===== config.mk =====
export PLATFORM = sky130hd
export DESIGN_NAME = counter_pipe_flat
export DESIGN_NICKNAME = d
export VERILOG_FILES = /design/src/rtl/counter_pkg.sv /design/src/rtl/counter_pipe_if.sv /design/src/rtl/pipe_delay.sv /design/src/rtl/counter_pipe.sv /design/src/flat_wrapper.sv
export SDC_FILE = /design/constraint.sdc
export NUM_CORES = 1
export LEC_CHECK = 0
export CORE_AREA = 2 2 55 68
export DETAILED_ROUTE_END_ITERATION = 10
export DIE_AREA = 0 0 57 70
export PLACE_DENSITY = 0.71
export SLEW_MARGIN = 20
export SYNTH_ARGS = -nofsm -noshare
export SYNTH_HDL_FRONTEND = slang
export SYNTH_SLANG_ARGS = --single-unit

===== constraint.sdc =====
create_clock -name clk -period 3.4 [get_ports clk]
set_input_delay 0.68 -clock clk [delete_from_list [all_inputs] [get_ports clk]]
set_output_delay 0.68 -clock clk [all_outputs]
set_load 0.005 [all_outputs]

===== src/rtl/counter_pkg.sv =====
// rtl/counter_pkg.sv - shared constants for the counter_pipe family
package counter_pkg;

    // SATURATE parameter values
    localparam int CNT_WRAP  = 0;
    localparam int CNT_SAT   = 1;

    // Legal parameter ranges
    localparam int MAX_WIDTH = 32;
    localparam int MAX_PIPE  = 4;

endpackage


===== src/rtl/counter_pipe_if.sv =====
// rtl/counter_pipe_if.sv - control/status bundle between a counter user and counter_pipe
//
// master : drives en, up_dn, clr, load, load_val, limit; receives count_out, tc
// slave  : the counter side (counter_pipe)
interface counter_pipe_if #(
    parameter int WIDTH = 8
);
    logic             en;
    logic             up_dn;
    logic             clr;
    logic             load;
    logic [WIDTH-1:0] load_val;
    logic [WIDTH-1:0] limit;
    logic [WIDTH-1:0] count_out;
    logic             tc;

    modport master (
        output en, up_dn, clr, load, load_val, limit,
        input  count_out, tc
    );

    modport slave (
        input  en, up_dn, clr, load, load_val, limit,
        output count_out, tc
    );
endinterface


===== src/rtl/pipe_delay.sv =====
// rtl/pipe_delay.sv - DEPTH x DATA_W register chain with async active-low reset
//
// Ports:
//   clk   : clock, rising edge
//   rst_n : asynchronous active-low reset, clears every stage
//   d     : data in
//   q     : data out, DEPTH cycles after d (DEPTH = 0 is a pure wire)
module pipe_delay #(
    parameter int DEPTH  = 1,
    parameter int DATA_W = 8
) (
    input  logic              clk,
    input  logic              rst_n,
    input  logic [DATA_W-1:0] d,
    output logic [DATA_W-1:0] q
);

    if (DEPTH == 0) begin : g_wire
        wire unused_clk_rst = &{1'b0, clk, rst_n};
        assign q = d;
    end else begin : g_regs
        logic [DATA_W-1:0] stage [DEPTH];

        always_ff @(posedge clk or negedge rst_n) begin
            if (!rst_n) begin
                for (int i = 0; i < DEPTH; i++) begin
                    stage[i] <= '0;
                end
            end else begin
                stage[0] <= d;
                for (int i = 1; i < DEPTH; i++) begin
                    stage[i] <= stage[i-1];
                end
            end
        end

        assign q = stage[DEPTH-1];
    end

endmodule


===== src/rtl/counter_pipe.sv =====
// rtl/counter_pipe.sv - up/down modulo counter with load, clear, wrap/saturate and output pipeline
//
// Ports:
//   clk   : clock, rising edge
//   rst_n : asynchronous active-low reset
//   cif   : counter_pipe_if.slave
//           en, up_dn, clr, load, load_val, limit in; count_out, tc out
//           count_out/tc trail the core register by PIPE_STAGES cycles
module counter_pipe
    import counter_pkg::*;
#(
    parameter int WIDTH       = 8,
    parameter int PIPE_STAGES = 1,
    parameter int SATURATE    = CNT_WRAP
) (
    input  logic           clk,
    input  logic           rst_n,
    counter_pipe_if.slave  cif
);

    if (WIDTH < 2 || WIDTH > MAX_WIDTH || PIPE_STAGES < 0 || PIPE_STAGES > MAX_PIPE ||
        (SATURATE != CNT_WRAP && SATURATE != CNT_SAT)) begin : g_bad_param
        $error("counter_pipe: parameter out of range");
    end

    localparam bit SAT_MODE = (SATURATE == CNT_SAT);

    logic [WIDTH-1:0] cnt_q;
    logic [WIDTH-1:0] cnt_d;
    logic             tc_q;
    logic             tc_d;
    logic [WIDTH:0]   pipe_q;

    // Priority clr > load > en > hold. tc only marks boundary steps.
    always_comb begin
        cnt_d = cnt_q;
        tc_d  = 1'b0;
        if (cif.clr) begin
            cnt_d = '0;
        end else if (cif.load) begin
            cnt_d = (cif.load_val > cif.limit) ? cif.limit : cif.load_val;
        end else if (cif.en) begin
            if (cif.up_dn) begin
                // >= so a limit lowered below the count acts as a boundary
                if (cnt_q >= cif.limit) begin
                    cnt_d = SAT_MODE ? cif.limit : '0;
                    tc_d  = 1'b1;
                end else begin
                    cnt_d = cnt_q + 1'b1;
                end
            end else begin
                if (cnt_q == '0) begin
                    cnt_d = SAT_MODE ? '0 : cif.limit;
                    tc_d  = 1'b1;
                end else begin
                    cnt_d = cnt_q - 1'b1;
                end
            end
        end
    end

    always_ff @(posedge clk or negedge rst_n) begin
        if (!rst_n) begin
            cnt_q <= '0;
            tc_q  <= 1'b0;
        end else begin
            cnt_q <= cnt_d;
            tc_q  <= tc_d;
        end
    end

    pipe_delay #(
        .DEPTH  (PIPE_STAGES),
        .DATA_W (WIDTH + 1)
    ) u_pipe (
        .clk   (clk),
        .rst_n (rst_n),
        .d     ({cnt_q, tc_q}),
        .q     (pipe_q)
    );

    assign cif.count_out = pipe_q[WIDTH:1];
    assign cif.tc        = pipe_q[0];

endmodule

===== src/flat_wrapper.sv =====
// flat-port wrapper written by rule: the top's interface ports become plain ports
module counter_pipe_flat import counter_pkg::*;
#(
    parameter int WIDTH       = 8,
    parameter int PIPE_STAGES = 1,
    parameter int SATURATE    = CNT_WRAP
)
  (clk, rst_n, cif_en, cif_up_dn, cif_clr, cif_load, cif_load_val, cif_limit, cif_count_out, cif_tc);
  counter_pipe_if #(.WIDTH(WIDTH)) cif_i ();
  input  logic clk;
  input  logic rst_n;
  input wire logic [$bits(cif_i.en)-1:0] cif_en;
  input wire logic [$bits(cif_i.up_dn)-1:0] cif_up_dn;
  input wire logic [$bits(cif_i.clr)-1:0] cif_clr;
  input wire logic [$bits(cif_i.load)-1:0] cif_load;
  input wire logic [$bits(cif_i.load_val)-1:0] cif_load_val;
  input wire logic [$bits(cif_i.limit)-1:0] cif_limit;
  output wire logic [$bits(cif_i.count_out)-1:0] cif_count_out;
  output wire logic [$bits(cif_i.tc)-1:0] cif_tc;
  assign cif_i.en = cif_en;
  assign cif_i.up_dn = cif_up_dn;
  assign cif_i.clr = cif_clr;
  assign cif_i.load = cif_load;
  assign cif_i.load_val = cif_load_val;
  assign cif_i.limit = cif_limit;
  assign cif_count_out = cif_i.count_out;
  assign cif_tc = cif_i.tc;
  counter_pipe #(.WIDTH(WIDTH), .PIPE_STAGES(PIPE_STAGES), .SATURATE(SATURATE)) u_core (.clk(clk), .rst_n(rst_n), .cif(cif_i));
endmodule

==> flow_summary.ini, run 1 <==
[run_status]
status = complete, no violations

[synth]
syn_inst = 186
synth_nets = 227
synth_top_family_by_area = compound AO/OA/AOI/OAI gates
synth-compound-area-share_pct = 28.2
synth_edf_count = 0
ys_ff_latch = 18
yosysWarnings = 0
yosys.cell_types.count = 49
synth_adder_area_share_pct = 14.8
synth_ff_type = dfrtp_1
synth-xor-area-share_pct = 2.72
synth-simple-area-share_pct = 19.4
yosysSeqAreaShare_pct = 28.0
synthArstFlopShare_pct = 100
netlist_area_um2 = 1610
synthMuxAreaShare_pct = 1.25
synth_area_per_cell_um2 = 8.64

[detailed_routing]
wl_per_cell_um = 16.8
dr.pass1.iters = 6
antenna_left = 0
vias_per_cell = 6.10
routed_wl_um = 4290
drc = 0
drt_iter0_markers = 77
vias = 1556

[place]
dpl_worst_slack_ns = 0.222
gp_congestion = 0.939
dp_cells = 252
placedInstanceArea_um2 = 1940
dpl.hpwl_um = 3330
portBuffers = 30

[grt]
grt_pass1_wl_um = 7160
grt_usage_pct = 23.1
antenna_found_initial = 0
grt-ovfl-total = 0
grt_max_degree = 19
grt_pass1_vias = 1540

[clock_tree]
clk_pin_slew_ns = 0.06
cts_buffer_depth = 2
h-tree-depth = 1
cts.repair.resized = 0
post_cts_buffers = 0
clkSinkCount = 18
numCtsBuffers = 3
cts_root_buffer = clkbuf_8
clock_latency_ns = 0.26
cts_tree = built
cts-hold-fix-buffers = 0

[timing]
layout_setup_ws_ns = 0.482
rsz0062_at_grt = no
finalSetupTns_ns = 0
worst_pin_slew_ns = 0.789
finClkSkew_ns = 0.00103
hold_violations = 0
period_share_pct = 85.8
drv_slew = 0
fmax_mhz = 343
min_period_ns = 2.92
worst_hold_slack_ns = 0.357
slew_headroom_pct = 47.3
setup_viol = 0

[floorplan]
die_area_um2 = 3990
coreArea_um2 = 3420
die_w_um = 57
std_cell_rows = 24
start_util_pct = 47.0
die_height_um = 70
boundaryPins = 31

[finish]
area_growth_pct = 23.5
instances_no_fill = 255
n_antenna_cell = 0
final_nets = 259
drive_above_1_share_pct = 7.87
fin_util_pct = 58.0
stdcell_area_um2 = 1990

[setup_path]
worst_setup_path_start_kind = primary input
r2r_end = u_core.cnt_q[4]
cp_data_required_time_ns = 3.55
criticalPathCategory = primary input to flip-flop
worstPathArrival_ns = 3.07
end_kind = flip-flop
reg2reg_slack_ns = 0.67
crit_fanout = 9
reg2reg_from = u_core.cnt_q[0]
r2r_cells = 9
crit_start = cif_limit[0]

[power_and_ir_drop]
power_frac_seq_pct = 39.2
power_switching_mw = 0.244
powerDensity_nw_per_um2 = 349
ir_worst_vdd_mv = 0.254
power_mw = 0.693
switching_share_pct = 35.2
p_leak_nw = 0.857
comb_power_share_pct = 39.4
intPower_mw = 0.449
clkPwrFrac_pct = 21.4

[worst_hold_path]
whs_path_depth = 0
hold_end = u_core.u_pipe.q[0]
worstHoldStart = u_core.tc_q
hp-class = flip-flop to flip-flop

[run]
cap_viol_max_count = 0
-- worst max path at each step --
stage / to / slack, ns / cells past startpoint
global route: u_core.cnt_q[4] / 0.30 / 9
CTS: u_core.cnt_q[2] / 0.48 / 8
finish: u_core.cnt_q[4] / 0.48 / 9
detailed placement: u_core.cnt_q[2] / 0.22 / 8
floorplan: u_core.cnt_q[2] / 0.79 / 7
global placement: u_core.cnt_q[2] / 0.22 / 8
-- worst max-delay path, cell delays in order --
cell and delay [ns]:
clkdlybuf4s50_1 0.56, ha_1 0.26, nand2b_1 0.13, a2111oi_0 0.38, o21bai_1 0.16, buf_4 0.17
a21oi_4 0.26, a211oi_1 0.14, a2111oi_2 0.33
-- cell families (layout without fill, tap and decap cells) --
family / count (synthesis) / in the layout
AO/OA/AOI/OAI: 62 / 62
AND/OR/NAND/NOR: 60 / 60
XOR/XNOR: 5 / 5
buffers and inverters: 20 / 50
adder cells (fa/ha/maj): 19 / 19
flip-flops: 18 / 18
multiplexers: 2 / 2
-- routing by layer --
layer,GRT usage [%],vias to the layer above,wire length [um]
li1,-,768,-
met1,28.6,726,1760
met2,38.7,51,2190
met3,2.04,11,179
met4,12.9,0,155
met5,0,-,0
-- power groups by stage --
| stage | Sequential, mW | Clock (mW) | Combinational (mW) |
|---|---|---|---|
| 2_1_floorplan | 0.256 | 0 | 0.185 |
| 3_3_place_gp | 0.273 | 0 | 0.262 |
| 3_5_place_dp | 0.274 | 0 | 0.269 |
| 6_report | 0.272 | 0.149 | 0.273 |
| 4_1_cts | 0.270 | 0.148 | 0.272 |
| 5_1_grt | 0.275 | 0.159 | 0.303 |
-- flip-flops by register name (all words and copies together) (netlist names) --
signal / count
u_core.cnt_q: 8
u_core.tc_q: 1
u_core.u_pipe.q: 9
-- cell usage in the layout, fill, tap and decap left out, drive strengths merged, types with 2 or more instances in the layout --
| cell type | instances |
|---|---|
| a2111o | 2 |
| buf | 4 |
| a2111oi | 6 |
| clkdlybuf4s50 | 30 |
| a211o | 2 |
| a22oi | 2 |
| a31oi | 2 |
| ha | 19 |
| inv | 13 |
| mux2i | 2 |
| o211ai | 2 |
| or2 | 2 |
| xor2 | 2 |
| a21oi | 16 |
| o21bai | 2 |
| o21ai | 8 |
| and3 | 3 |
| dfrtp | 18 |
| nand4 | 3 |
| nand2 | 10 |
| nor3 | 6 |
| nor2 | 18 |
| or4 | 2 |
| clkbuf | 3 |
| nand3 | 5 |
| a211oi | 10 |
| o41ai | 2 |
| xnor2 | 3 |
| and2 | 3 |
| nor2b | 3 |
-- cell usage after synthesis (2+ instances only) --
| cell | instances | area (um2) |
|---|---|---|
| a211o_1 | 2 | 17.5 |
| o21bai_1 | 2 | 15.0 |
| and2_1 | 3 | 18.8 |
| nand2_1 | 10 | 37.5 |
| o41ai_1 | 2 | 17.5 |
| ha_1 | 19 | 238 |
| xnor2_1 | 3 | 26.3 |
| nand3_1 | 5 | 25.0 |
| mux2i_1 | 2 | 20.0 |
| dfrtp_1 | 18 | 450 |
| o211ai_1 | 2 | 15.0 |
| a21oi_1 | 15 | 75.1 |
| nor3_1 | 6 | 30.0 |
| a2111o_1 | 2 | 22.5 |
| nor2b_1 | 3 | 18.8 |
| a31oi_1 | 2 | 12.5 |
| or2_2 | 2 | 12.5 |
| o21ai_1 | 2 | 10.0 |
| nand4_1 | 3 | 18.8 |
| a22oi_1 | 2 | 15.0 |
| nor2_2 | 3 | 18.8 |
| buf_6 | 2 | 22.5 |
| a211oi_1 | 9 | 67.6 |
| and3_1 | 3 | 18.8 |
| clkbuf_1 | 4 | 15.0 |
| xor2_1 | 2 | 17.5 |
| a2111oi_0 | 5 | 43.8 |
| o21ai_0 | 6 | 30.0 |
| nor2_1 | 15 | 56.3 |
| inv_1 | 13 | 48.8 |
-- area by class of cell --
cell class	count	area [um2]
flip-flops and latches	18	450
inverters	13	48.8
multi-input cells	148	1070
clock buffers	3	41.3
well taps	39	48.8
fillers	337	1440
repair buffers	34	330
Power figures use the tool's default switching activity.
==> run 2, diff against run 1 <==
--- a/config.mk
+++ b/config.mk
@@ -8,6 +8,7 @@
 export CORE_AREA = 2 2 55 68
 export DETAILED_ROUTE_END_ITERATION = 10
 export DIE_AREA = 0 0 57 70
+export GPL_TIMING_DRIVEN = 0
 export PLACE_DENSITY = 0.71
 export SLEW_MARGIN = 20
 export SYNTH_ARGS = -nofsm -noshare
==> flow_summary.ini, run 2 (synthesis gave the netlist of run 1 again) <==
[clock_tree]
cts_root_buffer = clkbuf_8
numCtsBuffers = 3
h-tree-depth = 1
post_cts_buffers = 0
cts_buffer_depth = 2
clk_pin_slew_ns = 0.07
cts-hold-fix-buffers = 0
clkSinkCount = 18
cts_tree = built
clock_latency_ns = 0.25
cts.repair.resized = 0

[timing]
finalSetupTns_ns = 0
fmax_mhz = 328
slew_headroom_pct = 39.6
setup_viol = 0
period_share_pct = 89.7
drv_slew = 0
finClkSkew_ns = 0.00761
min_period_ns = 3.05
layout_setup_ws_ns = 0.351
worst_hold_slack_ns = 0.358
worst_pin_slew_ns = 0.899
hold_violations = 0
rsz0062_at_grt = no

[finish]
instances_no_fill = 258
seq_area_um2 = 450
n_antenna_cell = 0
multi_input_area_um2 = 1070
largest_register_ffs = 9
fin_util_pct = 58.5
fill_cells = 326
mostFrequentLayoutCells = 29 x clkdlybuf4s50_1, 19 x ha_1, 18 x dfrtp_1, 15 x a21oi_1, 15 x nor2_1
final_nets = 261
stdcell_area_um2 = 2000
drive_above_1_share_pct = 7.76
area_growth_pct = 24.5
final_common_cell = clkdlybuf4s50_1

[grt]
grt_pass1_vias = 1670
grt_pass1_wl_um = 7620
grt_usage_pct = 23.7
grt-ovfl-total = 0
antenna_found_initial = 0
grt_max_degree = 19

[setup_path]
criticalPathCategory = primary input to flip-flop
worst_setup_path_start_kind = primary input
cp_data_required_time_ns = 3.57
worst-path-buf-inv = 1
crit_fanout = 4
cp_cell_sequence = clkdlybuf4s50_1 -> ha_1 -> nand2b_1 -> a2111oi_0 -> o21bai_1 -> a2111o_1 -> a2111o_1 -> o211ai_1
slowest_delay_ns = 0.55
critical_path.top_delay_family = compound AO/OA/AOI/OAI gates
cp_slowest_cell = clkdlybuf4s50_1
end_kind = flip-flop
worstPathArrival_ns = 3.22
crit_top_cell = a2111o_1

[run]
cap_viol_max_count = 0

[place]
dpl.hpwl_um = 3520
placedInstanceArea_um2 = 1950
portBuffers = 29
dp_cells = 254
dpl_worst_slack_ns = 0.0636
gp_congestion = 0.907

[power_and_ir_drop]
power_mw = 0.722
p_leak_nw = 0.862
ir_worst_vdd_mv = 0.307
powerDensity_nw_per_um2 = 360

[floorplan]
boundaryPins = 31
die_area_um2 = 3990
start_util_pct = 47.0
coreArea_um2 = 3420
std_cell_rows = 24
die_w_um = 57
die_height_um = 70

[detailed_routing]
vias_per_cell = 6.23
vias = 1607
dr.pass1.iters = 4
antenna_left = 0
drc = 0
drt_iter0_markers = 46
routed_wl_um = 4300
wl_per_cell_um = 16.7

[worst_hold_path]
hp-class = flip-flop to flip-flop

[run_status]
status = complete, no violations
-- run 2: where the power goes --
part	internal, mW	switching, mW	leakage (nW)	total, mW
clock	0.103	0.0679	0.0288	0.171
sequential	0.236	0.0231	0.237	0.259
combinational	0.137	0.155	0.596	0.292
-- run 2: routing by layer --
metal | up-vias | track usage, % | routed length [um]
li1 | 773 | - | -
met1 | 768 | 29.1 | 1760
met2 | 54 | 41.3 | 2200
met3 | 12 | 2.04 | 199
met4 | 0 | 10.9 | 141
met5 | - | 0 | 0
-- run 2: path summary, 6_finish.rpt --
check	start	end	slack [ns]	cells after the start
setup / recovery	cif_limit[0]	u_core.cnt_q[2]	0.35	8
hold / removal	u_core.tc_q	u_core.u_pipe.q[0]	0.36	0
setup reg to reg	u_core.cnt_q[0]	u_core.cnt_q[2]	0.59	8
hold reg to reg	u_core.tc_q	u_core.u_pipe.q[0]	0.36	0
max in group asynchronous	rst_n	u_core.u_pipe.q[6]	2.03	1
min in group asynchronous	rst_n	u_core.cnt_q[4]	0.88	1
-- run 2: final cells by class --
cell class / count / area share, %
plain buffers: 7 / 2.13
clock buffers: 4 / 2.75
inverters: 13 / 2.44
multi-input cells: 148 / 53.2
flip-flops and latches: 18 / 22.5
well taps: 39 / 2.44
repair buffers: 29 / 14.5
